**config.mk**
```make
export PLATFORM = sky130hd
export DESIGN_NAME = wb_slave_timer
export DESIGN_NICKNAME = d
export VERILOG_FILES = /design/src/rtl/wb_slave_timer.sv
export SDC_FILE = /design/constraint.sdc
export NUM_CORES = 1
export LEC_CHECK = 0
export BUFFER_PORTS_ARGS = -buffer_cell sky130_fd_sc_hd__buf_2
export CORE_ASPECT_RATIO = 0.75
export CORE_MARGIN = 2
export CORE_UTILIZATION = 55
export CTS_CLUSTER_DIAMETER = 30
export DETAILED_ROUTE_END_ITERATION = 7
export GPL_TIMING_DRIVEN = 0
export PLACE_DENSITY_LB_ADDON = 0.15
export SKIP_CTS_REPAIR_TIMING = 1
export SYNTH_ARGS = -nofsm -noshare
export SYNTH_HDL_FRONTEND = slang
export SYNTH_SLANG_ARGS = --single-unit
```
**constraint.sdc**
```tcl
create_clock -name clk_i -period 2.9 [get_ports clk_i]
set_input_delay 0.58 -clock clk_i [delete_from_list [all_inputs] [get_ports clk_i]]
set_output_delay 0.58 -clock clk_i [all_outputs]
set_load 0.01 [all_outputs]
```
**src/rtl/wb_slave_timer.sv**
```systemverilog
// Wishbone slave with a prescaled 32-bit match timer; ack one cycle after the hit cycle.
// One ack per strobe; the master holds stb, and the slave waits in HOLD until stb/cyc drop.
module wb_slave_timer #(
  parameter int                  ADDR_WID  = 32,
  parameter int                  DATA_WID  = 32,
  parameter logic [ADDR_WID-1:0] BASE_ADDR = '0
) (
  input  logic                clk_i,
  input  logic                nrst_i,
  input  logic [ADDR_WID-1:0] s_wb_addr_i,
  input  logic [DATA_WID-1:0] s_wb_data_i,
  output logic [DATA_WID-1:0] s_wb_data_o,
  input  logic                s_wb_we_i,
  input  logic                s_wb_cyc_i,
  input  logic                s_wb_stb_i,
  output logic                s_wb_ack_o,
  output logic                irq_o
);

  typedef enum logic [1:0] {IDLE, ACK, HOLD} state_t;
  localparam logic [31:0] ID_VAL = 32'h5742_0001;

  state_t      state_q, state_d;
  logic        ack_q, ack_d;
  logic [31:0] data_q, data_d;
  logic        irq_q, irq_d;

  logic [31:0] scratch_q, scratch_d;
  logic [2:0]  ctrl_q, ctrl_d;
  logic        match_q, match_d;
  logic [31:0] count_q, count_d;
  logic [31:0] compare_q, compare_d;
  logic [15:0] prescale_q, prescale_d;
  logic [15:0] presc_q, presc_d;

  logic        hit, acc, wr, rd;
  logic [2:0]  idx;
  logic [7:0]  wr_sel;
  logic [31:0] rdata;
  logic [31:0] wdat;
  logic        tick, count_eq;
  logic        unused_addr_bits;

  assign hit  = s_wb_cyc_i & s_wb_stb_i &
                (s_wb_addr_i[ADDR_WID-1:5] == BASE_ADDR[ADDR_WID-1:5]);
  assign idx  = s_wb_addr_i[4:2];
  assign acc  = (state_q == IDLE) & hit;
  assign wr   = acc & s_wb_we_i;
  assign rd   = acc & ~s_wb_we_i;
  assign wdat = s_wb_data_i;
  assign wr_sel = wr ? (8'b1 << idx) : 8'b0;
  assign unused_addr_bits = ^s_wb_addr_i[1:0];

  always_comb begin
    rdata = '0;
    case (idx)
      3'd0:    rdata = ID_VAL;
      3'd1:    rdata = scratch_q;
      3'd2:    rdata = {29'b0, ctrl_q};
      3'd3:    rdata = {31'b0, match_q};
      3'd4:    rdata = count_q;
      3'd5:    rdata = compare_q;
      3'd6:    rdata = {16'b0, prescale_q};
      default: rdata = '0;
    endcase
  end

  always_ff @(posedge clk_i or negedge nrst_i) begin
    if (!nrst_i) state_q <= IDLE;
    else         state_q <= state_d;
  end

  always_comb begin
    state_d = state_q;
    case (state_q)
      IDLE:    if (hit) state_d = ACK;
      ACK:     state_d = HOLD;
      HOLD:    if (!s_wb_stb_i || !s_wb_cyc_i) state_d = IDLE;
      default: state_d = IDLE;
    endcase
  end

  // Read data is captured at the hit edge so it reflects pre-write/pre-tick state.
  always_comb begin
    ack_d  = (state_d == ACK);
    data_d = rd ? rdata : '0;
  end

  assign tick     = ctrl_q[0] & (presc_q == prescale_q);
  assign count_eq = (count_q == compare_q);

  always_comb begin
    scratch_d  = wr_sel[1] ? wdat : scratch_q;
    ctrl_d     = wr_sel[2] ? wdat[2:0] : ctrl_q;
    compare_d  = wr_sel[5] ? wdat : compare_q;
    prescale_d = wr_sel[6] ? wdat[15:0] : prescale_q;

    presc_d = presc_q;
    if (wr_sel[6])      presc_d = '0;
    else if (ctrl_q[0]) presc_d = tick ? 16'd0 : presc_q + 16'd1;

    count_d = count_q;
    if (tick) count_d = (count_eq && ctrl_q[1]) ? 32'd0 : count_q + 32'd1;
    if (wr_sel[4]) count_d = wdat;

    // A set from the timer beats a same-cycle W1C.
    match_d = match_q;
    if (wr_sel[3] && wdat[0]) match_d = 1'b0;
    if (tick && count_eq)     match_d = 1'b1;

    irq_d = match_q & ctrl_q[2];
  end

  always_ff @(posedge clk_i or negedge nrst_i) begin
    if (!nrst_i) begin
      ack_q      <= 1'b0;
      data_q     <= '0;
      irq_q      <= 1'b0;
      scratch_q  <= '0;
      ctrl_q     <= '0;
      match_q    <= 1'b0;
      count_q    <= '0;
      compare_q  <= '0;
      prescale_q <= '0;
      presc_q    <= '0;
    end else begin
      ack_q      <= ack_d;
      data_q     <= data_d;
      irq_q      <= irq_d;
      scratch_q  <= scratch_d;
      ctrl_q     <= ctrl_d;
      match_q    <= match_d;
      count_q    <= count_d;
      compare_q  <= compare_d;
      prescale_q <= prescale_d;
      presc_q    <= presc_d;
    end
  end

  assign s_wb_ack_o  = ack_q;
  assign s_wb_data_o = data_q;
  assign irq_o       = irq_q;

endmodule

```
==> results.json <==
{
  "status": "finished clean",
  "cts-root-buf": "clkbuf_16",
  "cp-start-kind": "flop",
  "first_pass_iters": 5,
  "finalHoldViolCount": 0,
  "cap_violations": 0,
  "pre_cts_slack_ns": -0.567,
  "final_area_um2": 10100,
  "grt_pass1_vias": 7111,
  "placed_area_um2": 9420,
  "final_max_slew_viol_count": 0,
  "ys_seq_area_share_pct": 48.7,
  "final_nets": 1002,
  "ant_nets": 0,
  "p_total_mw": 4.88,
  "ir_drop_mv": 0.373,
  "cts_buffer_depth": 2,
  "leakagePower_nw": 4.87,
  "row_count": 39,
  "tightestPinTransition_ns": 1.12,
  "dr_total_vias": 7286,
  "antenna_found_initial": 0,
  "worstSetupPathType": "flop to flop",
  "wl_per_cell_um": 22.4,
  "grt_overflow": 0,
  "cts_buffers": 17,
  "ys_types": 61,
  "synth-edff-count": 0,
  "cts.htree.levels": 4,
  "start_util_pct": 56.5,
  "dieArea_um2": 16700,
  "clk_latency_ns": 0.43,
  "hp-class": "primary input to asynchronous set/reset pin",
  "grt_usage_pct": 31.4,
  "cts_tree": "built",
  "syn_area_per_cell_um2": 10.7,
  "route.detailed.drc": 0,
  "postRouteWirelength_um": 25700,
  "r2r-end": "count_q[4]$_DFFE_PN0P_",
  "critPathRequiredTime_ns": 3.17,
  "relSlewSlack_pct": 24.8,
  "setup_viol": 0,
  "syn_to_final_growth_pct": 17.2,
  "cts_sinks": 168,
  "worstPathArrival_ns": 3.06,
  "whs_ns": 0.0657,
  "fin_crit_ns": 2.79,
  "r2r_setup_slack_ns": 0.11,
  "synth_cells": 807,
  "fp.dieH_um": 113,
  "layout_setup_ws_ns": 0.107,
  "dp_hpwl_um": 18400,
  "powerDensity_nw_per_um2": 482,
  "synthArstFlopShare_pct": 100,
  "r2r-start": "count_q[22]$_DFFE_PN0P_",
  "syn_area_um2": 8640,
  "core_area_um2": 15300,
  "antennaDiodeCount": 0,
  "synth_nets": 878,
  "die_w_um": 149,
  "grt_max_degree": 113,
  "critPathMaxFanout": 10,
  "ys_warn_count": 0,
  "fin_crit_sh_pct": 96.3,
  "dr.first_iter.drc_count": 830,
  "synth-seq-cells": 168,
  "yosys_most_used_dff": "dfrtp_1",
  "clock_skew_ns": 0.00969,
  "clk_pin_slew_ns": 0.07,
  "gp_congestion": 0.932,
  "io_pins": 103,
  "avgViaCountPerCell": 6.34,
  "timing.fmax_mhz": 358,
  "endpoint_kind": "flop",
  "drive_gt1_share_pct": 28.5,
  "r2r_cells": 8,
  "portBuffers": 97,
  "grt_pass1_wl_um": 39800
}
where the power goes:
part           internal [mW]  switching, mW  leakage, nW
sequential              2.34    0.000000100         2.18
combinational         0.0674          0.150         2.39
clock                   1.33          0.996        0.295
layout by cell type, fill, tap and decap left out, types with 4 or more instances in the layout:
master | Yosys | final
a31oi_1 | 15 | 15
and3_1 | 11 | 11
buf_6 | 4 | 4
o31ai_1 | 10 | 10
o22a_1 | 10 | 10
a21o_1 | 10 | 10
nand2_1 | 36 | 35
nand4_1 | 25 | 25
a211oi_1 | 9 | 9
nand3_1 | 25 | 24
a22oi_1 | 35 | 35
a22o_1 | 5 | 5
buf_2 | 14 | 110
inv_1 | 11 | 11
xor2_1 | 16 | 16
dfrtp_1 | 168 | 168
nor2b_1 | 13 | 12
nor2_1 | 78 | 76
nor3_1 | 8 | 7
a21oi_1 | 32 | 32
o21ai_0 | 10 | 10
buf_4 | 2 | 10
mux2i_1 | 9 | 9
clkbuf_1 | 30 | 27
a221oi_1 | 8 | 8
clkinv_4 | 0 | 5
o21a_1 | 6 | 6
xnor2_1 | 41 | 39
clkbuf_16 | 0 | 17
nor4_1 | 14 | 14
nand2b_1 | 6 | 6
mux2_2 | 90 | 90
buf_1 | 4 | 5
and2_1 | 6 | 6
final cells by class:
type                    count  area (um2)
multi-input cells         574        4180
repair buffers            106         583
clock inverters            13         146
clock buffers              19         453
fillers                  1214        5150
plain buffers              53         255
flip-flops and latches    168        4200
well taps                 205         256
inverters                  11        41.3
sequential cells by signal (all words and copies together) (netlist names):
signal / flops
count_q: 32
ctrl_q: 3
match_q: 1
prescale_q: 16
s_wb_ack_o: 1
s_wb_data_o: 32
scratch_q: 32
state_q: 2
presc_q: 16
irq_o: 1
compare_q: 32
metal layers:
metal	track usage [%]	share of wire, %	routed length, um
met1	46.6	46	11800
met5	0	0	0
met2	45.5	43	11000
met4	8.83	1.6	410
met3	8.62	9.8	2530
metrics by stage:
step | TNS (ns) | util, % | instances
after floorplan | 0 | - | 807
after global placement | -235.63 | 61.4 | 1109
after detailed placement | -33.36 | 61.6 | 1110
after CTS | -4.99 | 65.6 | 1142
after global routing | -0.00117 | 66.3 | 1149
final | 0 | 66.3 | 1149
worst max path at each step:
stage | from | endpoint | slack [ns] | cells after the start
5_1_grt | count_q[2]$_DFFE_PN0P_ | count_q[25]$_DFFE_PN0P_ | -0.001 | 9
3_3_place_gp | nrst_i | s_wb_data_o[19]$_DFF_PN0_ | -1.26 | 1
3_5_place_dp | s_wb_addr_i[2] | scratch_q[18]$_DFFE_PN0P_ | -0.57 | 7
6_report | count_q[22]$_DFFE_PN0P_ | count_q[4]$_DFFE_PN0P_ | 0.11 | 8
4_1_cts | count_q[12]$_DFFE_PN0P_ | count_q[29]$_DFFE_PN0P_ | -0.18 | 9
2_1_floorplan | s_wb_addr_i[3] | presc_q[4]$_DFFE_PN0P_ | 0.44 | 10
cell families after synthesis:
| family | after synthesis | share of synthesized area, % |
|---|---|---|
| muxes | 101 | 13.0 |
| xor gates and xnor gates | 57 | 5.78 |
| DFF | 168 | 48.7 |
| AOI/OAI and AO/OA | 169 | 13.9 |
| and+or+nand+nor | 245 | 14.9 |
| adders and majority gates | 2 | 0.290 |
| buffers and inverters | 65 | 3.46 |
cells in the mapped netlist (all sizes together), types with 11 or more instances:
library cell	instances	area, um2
nand2	37	146
a31oi	15	93.8
nor4	17	143
nor2b	14	90.1
dfrtp	168	4200
xor2	16	140
mux2	92	1040
inv	11	41.3
buf	24	145
nor2	78	293
clkbuf	30	113
and3	12	76.3
a21oi	32	160
nand3	26	135
nand4	25	156
a22oi	36	275
xnor2	41	359
worst max-delay path, stage by stage, from the launching register on:
cell and delay [ns]:
dfrtp_1 0.47, xnor2_1 0.37, nand4_1 0.26, nor4_4 0.42, nand3_2 0.24, buf_1 0.35, a21o_1 0.24, a22oi_1 0.19
a21oi_1 0.10
No activity file was read; power rests on OpenSTA's default activity.
